File: src/rtl/nmt_mem_arbiter_pkg.sv
// Shared types for the NMT memory arbiter: command encodings, FSM states,
// and default datapath widths.
package nmt_mem_pkg;

  localparam int DEF_WORD_W = 32;
  localparam int DEF_ADDR_W = 10;

  typedef enum logic [1:0] {
    CMD_NOP   = 2'b00,
    CMD_LOAD  = 2'b01,
    CMD_STORE = 2'b10,
    CMD_ILL   = 2'b11
  } cmd_t;

  typedef enum logic [1:0] {
    IDLE  = 2'd0,
    ISSUE = 2'd1,
    WAIT  = 2'd2,
    RESP  = 2'd3
  } arb_state_t;

endpackage

File: src/rtl/nmt_mem_arbiter_rr_pick.sv
// Combinational round-robin picker: first set request at or after ptr,
// searching upward with wrap-around.
module rr_pick #(
  parameter int unsigned N = 4,
  parameter int unsigned IDX_W = $clog2(N)
) (
  input  logic [N-1:0]     req_vec,
  input  logic [IDX_W-1:0] ptr,
  output logic [N-1:0]     win_oh,
  output logic [IDX_W-1:0] win_idx,
  output logic             any
);

  logic [IDX_W-1:0] j;

  always_comb begin
    win_oh  = '0;
    win_idx = '0;
    any     = 1'b0;
    j       = '0;
    for (int unsigned k = 0; k < N; k++) begin
      j = IDX_W'((32'(ptr) + k) % N);
      if (!any && req_vec[j]) begin
        any       = 1'b1;
        win_idx   = j;
        win_oh[j] = 1'b1;
      end
    end
  end

endmodule

File: src/rtl/nmt_mem_arbiter.sv
// Round-robin arbiter sharing one single-port memory between NUM_NMT cores;
// one transaction in flight, fixed memory latency MEM_LAT.
module nmt_mem_arbiter
  import nmt_mem_pkg::*;
#(
  parameter int NUM_NMT = 4,
  parameter int WORD_W  = DEF_WORD_W,
  parameter int ADDR_W  = DEF_ADDR_W,
  parameter int MEM_LAT = 1
) (
  input  logic                      clk,
  input  logic                      rst_n,
  input  logic [NUM_NMT-1:0]        req,
  input  logic [2*NUM_NMT-1:0]      req_cmd,
  input  logic [ADDR_W*NUM_NMT-1:0] req_addr,
  input  logic [WORD_W*NUM_NMT-1:0] req_wdata,
  output logic [NUM_NMT-1:0]        gnt,
  output logic [NUM_NMT-1:0]        resp_valid,
  output logic [WORD_W-1:0]         resp_rdata,
  output logic                      resp_err,
  output logic                      mem_en,
  output logic                      mem_we,
  output logic [ADDR_W-1:0]         mem_addr,
  output logic [WORD_W-1:0]         mem_wdata,
  input  logic [WORD_W-1:0]         mem_rdata,
  output logic                      busy
);

  localparam int IDX_W = $clog2(NUM_NMT);

  arb_state_t       state;
  logic [IDX_W-1:0] ptr;
  logic [IDX_W-1:0] win_idx;
  cmd_t             cmd_q;
  logic [2:0]       cnt;

  logic [NUM_NMT-1:0] cand;
  logic [NUM_NMT-1:0] pick_oh;
  logic [IDX_W-1:0]   pick_idx;
  logic               pick_any;
  cmd_t               pick_cmd;

  always_comb begin
    cand = '0;
    for (int unsigned i = 0; i < NUM_NMT; i++)
      cand[i] = req[i] && (req_cmd[2*i +: 2] != CMD_NOP);
  end

  always_comb begin
    pick_cmd = cmd_t'(req_cmd[2*pick_idx +: 2]);
  end

  rr_pick #(.N(NUM_NMT), .IDX_W(IDX_W)) u_pick (
    .req_vec (cand),
    .ptr     (ptr),
    .win_oh  (pick_oh),
    .win_idx (pick_idx),
    .any     (pick_any)
  );

  assign busy = (state != IDLE);

  // Outputs are registered on the edge that enters the state they belong to,
  // so gnt/mem_en are visible for exactly the ISSUE cycle and resp_* for RESP.
  always_ff @(posedge clk) begin
    if (!rst_n) begin
      state      <= IDLE;
      ptr        <= '0;
      win_idx    <= '0;
      cmd_q      <= CMD_NOP;
      cnt        <= '0;
      gnt        <= '0;
      resp_valid <= '0;
      resp_err   <= 1'b0;
      resp_rdata <= '0;
      mem_en     <= 1'b0;
      mem_we     <= 1'b0;
      mem_addr   <= '0;
      mem_wdata  <= '0;
    end else begin
      gnt        <= '0;
      resp_valid <= '0;
      resp_err   <= 1'b0;
      mem_en     <= 1'b0;
      mem_we     <= 1'b0;
      case (state)
        IDLE: begin
          if (pick_any) begin
            win_idx   <= pick_idx;
            cmd_q     <= pick_cmd;
            mem_addr  <= req_addr[pick_idx*ADDR_W +: ADDR_W];
            mem_wdata <= req_wdata[pick_idx*WORD_W +: WORD_W];
            gnt       <= pick_oh;
            mem_en    <= (pick_cmd != CMD_ILL);
            mem_we    <= (pick_cmd == CMD_STORE);
            state     <= ISSUE;
          end
        end
        ISSUE: begin
          ptr   <= (win_idx == IDX_W'(NUM_NMT - 1)) ? '0 : win_idx + 1'b1;
          cnt   <= 3'(MEM_LAT - 1);
          state <= WAIT;
        end
        WAIT: begin
          if (cnt == '0) begin
            if (cmd_q == CMD_LOAD) resp_rdata <= mem_rdata;
            resp_valid <= NUM_NMT'(1) << win_idx;
            resp_err   <= (cmd_q == CMD_ILL);
            state      <= RESP;
          end else begin
            cnt <= cnt - 1'b1;
          end
        end
        RESP: state <= IDLE;
        default: state <= IDLE;
      endcase
    end
  end

endmodule

File: config.mk
export PLATFORM = sky130hd
export DESIGN_NAME = nmt_mem_arbiter
export DESIGN_NICKNAME = d
export VERILOG_FILES = /design/src/rtl/nmt_mem_arbiter_pkg.sv /design/src/rtl/nmt_mem_arbiter_rr_pick.sv /design/src/rtl/nmt_mem_arbiter.sv
export SDC_FILE = /design/constraint.sdc
export NUM_CORES = 1
export LEC_CHECK = 0
export ABC_CLOCK_PERIOD_IN_PS = 5100
export BUFFER_PORTS_ARGS = -buffer_cell sky130_fd_sc_hd__buf_2
export CELL_PAD_IN_SITES_DETAIL_PLACEMENT = 2
export CELL_PAD_IN_SITES_GLOBAL_PLACEMENT = 2
export CORE_MARGIN = 2
export CORE_UTILIZATION = 26
export CTS_BUF_LIST = sky130_fd_sc_hd__clkbuf_16
export DETAILED_ROUTE_END_ITERATION = 8
export HOLD_SLACK_MARGIN = 0.15
export MAX_ROUTING_LAYER = met4
export PLACE_DENSITY = 0.95
export SYNTH_ARGS = -nofsm -noshare
export SYNTH_HDL_FRONTEND = slang
export SYNTH_SLANG_ARGS = --single-unit
File: constraint.sdc
create_clock -name clk -period 5.1 [get_ports clk]
set_input_delay 0.765 -clock clk [delete_from_list [all_inputs] [get_ports clk]]
set_output_delay 0.765 -clock clk [all_outputs]
set_load 0.005 [all_outputs]
==> flow_summary.json <==
{
  "synth-async-reset-ratio_pct": 0,
  "r2r-start": "ptr[0]",
  "overflow": 0,
  "drc_errors": 0,
  "worstPathArrival_ns": 4.17,
  "viasPerCell": 4.926,
  "synth-seq-cells": 96,
  "die_y_um": 144.6,
  "synth_edf_count": 0,
  "htreeDepth": 3,
  "die_area_mm2": 0.02090,
  "drv_cap": 0,
  "worstHoldPathCells": 2,
  "synth_top_area_share_pct": 37.41,
  "synth_top_cell_by_area": "dfxtp_1",
  "syn-mean-instance-area_um2": 9.479,
  "setup_tns_ns": 0,
  "vias": 5350,
  "worst_pin_slew_ns": 1.047,
  "clk_latency_ns": 0.34,
  "core_mm2": 0.01940,
  "finalNetCount": 1044,
  "yosys-top-cells-area": "dfxtp_1 37%, mux2i_1 17%, nand2_1 5.2%, a221oi_2 4.7%, a21oi_1 3.7%",
  "p_leak_nw": 3.385,
  "cp-start-kind": "flop",
  "clk_path_buf_depth": 2,
  "cp_slowest_cell": "dfxtp_1",
  "slew_headroom_pct": 30.13,
  "synth_most_common_cell": "dfxtp_1",
  "chipWidth_um": 144.6,
  "numCtsBuffers": 9,
  "fin_crit_ns": 3.988,
  "grt_setup_unrepaired": "false",
  "root_buffer": "clkbuf_16",
  "drive_gt1_share_pct": 44.27,
  "ys_types": 50,
  "irDropWorstVdd_mv": 0.3465,
  "synth.cell_area_mm2": 0.005137,
  "gp_congestion": 0.8718,
  "antenna_found_initial": 1,
  "synth.net_count": 770,
  "io_pins": 300,
  "start_util_pct": 26.48,
  "fin_worst_skew_ns": 0.008303,
  "rr_endpoint": "mem_wdata[19]",
  "hp-start": "resp_rdata[5]",
  "postRouteAntennaNets": 0,
  "fin_ws_ns": 1.112,
  "wl_per_cell_um": 18.76,
  "cts_sinks": 96,
  "path_cells": "inv_2 > ha_1 > inv_1 > mux4_2 > a2111oi_4 > nor4_2 > buf_4 > or2_0 > o22ai_1",
  "crit_family": "simple AND/OR/NAND/NOR gates",
  "cts_hold_buf": 0,
  "portBuffers": 299,
  "worstSetupEndpointType": "flop",
  "place_hpwl_um": 16210,
  "std_cell_rows": 51,
  "area_growth_pct": 38.48,
  "cts_tree": "built",
  "clkTransAtPathRegs_ns": 0.07,
  "path_buf_inv": 3,
  "power_density_mw_per_mm2": 520.5,
  "wirelength_um": 20370,
  "post-route-period-util_pct": 78.20,
  "fmax_mhz": 250.7,
  "synthTopCellsByCount": "96 x dfxtp_1, 87 x mux2i_1, 71 x nand2_1, 38 x a21oi_1, 26 x clkbuf_1",
  "r2r_slack_ns": 1.11,
  "hold_path_end": "resp_rdata[5]",
  "ys_warn_count": 0,
  "cts_setup_buffers": 0,
  "grt_max_degree": 58,
  "hp-class": "reg -> reg",
  "finalSetupViolations": 0,
  "grt_pass1_wl_um": 30520,
  "design_area_mm2": 0.007114,
  "worst-setup-path-type": "reg -> reg",
  "ys.flop_type": "dfxtp_1",
  "cts_resized": 0,
  "firstDrtPassIters": 4,
  "grt_use_total_pct": 19.33,
  "max_stage_delay_ns": 0.70,
  "drt_iter0_drc": 183,
  "place_ws_ns": 1.104,
  "cp_max_fo": 37,
  "finalHoldViolCount": 0,
  "grt_pass1_vias": 5871,
  "dpl_cell_area_mm2": 0.006848,
  "drv_slew": 0,
  "ff2ff_path_depth": 9,
  "status": "finished, final reports clean",
  "synth.yosys.seq_area_share_pct": 37.41,
  "worstPathRequired_ns": 5.28,
  "synth_cells": 542
}
[worst register-to-register path, delay by kind of cell (launching register included)]
family | cells | cell delay, ns
AO/OA/AOI/OAI | 2 | 0.27
adder cells (fa/ha/maj) | 1 | 0.42
buffers and inverters | 3 | 1.00
flip-flops | 1 | 0.70
multiplexers | 1 | 0.35
AND/OR/NAND/NOR | 2 | 1.11
[cell type report]
| type | instances | area (um^2) |
|---|---|---|
| clock inverter | 6 | 38.79 |
| sequential | 96 | 1922 |
| clock buffer | 9 | 225.2 |
| antenna | 1 | 2.502 |
| timing repair buffer | 307 | 1569 |
| inverter | 10 | 37.54 |
| multi-input combinational | 392 | 2988 |
| tap | 265 | 331.6 |
| fill | 2255 | 12280 |
[where the power goes]
group	internal, W	switching [W]
registers	0.000920	0.000119
clock network	0.000326	0.000293
logic	0.000883	0.00116
[cell families after synthesis]
logic type / synth area share, %
AOI/OAI and AO/OA: 21.68
adders and majority gates: 3.410
buffers and inverters: 5.114
DFF: 37.41
muxes: 20.94
and+or+nand+nor: 11.45
[state kept, by name, summed over array words and instances, names as in the netlist]
name	flops
state	2
mem_we	1
mem_en	1
ptr	2
mem_addr	10
resp_valid	4
resp_err	1
cnt	3
cmd_q	2
gnt	4
mem_wdata	32
win_idx	2
resp_rdata	32
[layout by cell type (no fill, tap or decap), drive strengths merged, types with 2 or more instances in the layout]
master / instances
or2: 2
nor4b: 2
mux2i: 87
o21ai: 23
clkinv: 2
nand2: 71
inv: 11
a2111oi: 2
o21a: 5
clkinvlp: 3
o22ai: 10
nor3: 3
a211oi: 2
buf: 307
dfxtp: 96
a22oi: 14
ha: 14
o211ai: 5
a21oi: 38
a31o: 2
and2: 2
a221oi: 20
nor4: 3
and3: 3
o311a: 2
mux4: 4
nand3: 19
nor2: 23
clkbuf: 9
mux2: 10
o221ai: 16
[how the worst max path moves through the flow]
stage	from	to	slack, ns	depth (start not counted)
after detailed placement	ptr[0]	mem_wdata[6]	1.10	9
after global routing	ptr[0]	mem_wdata[0]	0.77	9
after global placement	ptr[0]	mem_wdata[19]	1.34	9
after CTS	ptr[0]	mem_wdata[18]	1.10	9
after floorplan	ptr[1]	mem_addr[0]	2.24	11
final	ptr[0]	mem_wdata[19]	1.11	9
[routing by layer]
metal	track usage (%)	wire [um]	vias up
li1	-	-	2555
met1	20.05	7757	2564
met2	36.69	10970	201
met3	3.841	1226	30
met4	5.825	413	0
met5	-	0	-
[per-stage QoR]
| stage | hold WS [ns] | utilization (%) | total power [W] | std cells |
|---|---|---|---|---|
| finish | 0.4559 | 36.67 | 0.003703 | 1086 |
| global route | 0.4744 | 36.67 | 0.003973 | 1086 |
| detailed placement | 0.4482 | 35.30 | 0.003124 | 1070 |
| CTS | 0.4581 | 36.66 | 0.003759 | 1085 |
| global placement | 0.4387 | 35.30 | 0.003029 | 1070 |
| floorplan | 0.4302 | - | 0.002542 | 542 |
Power figures use the tool's default switching activity.
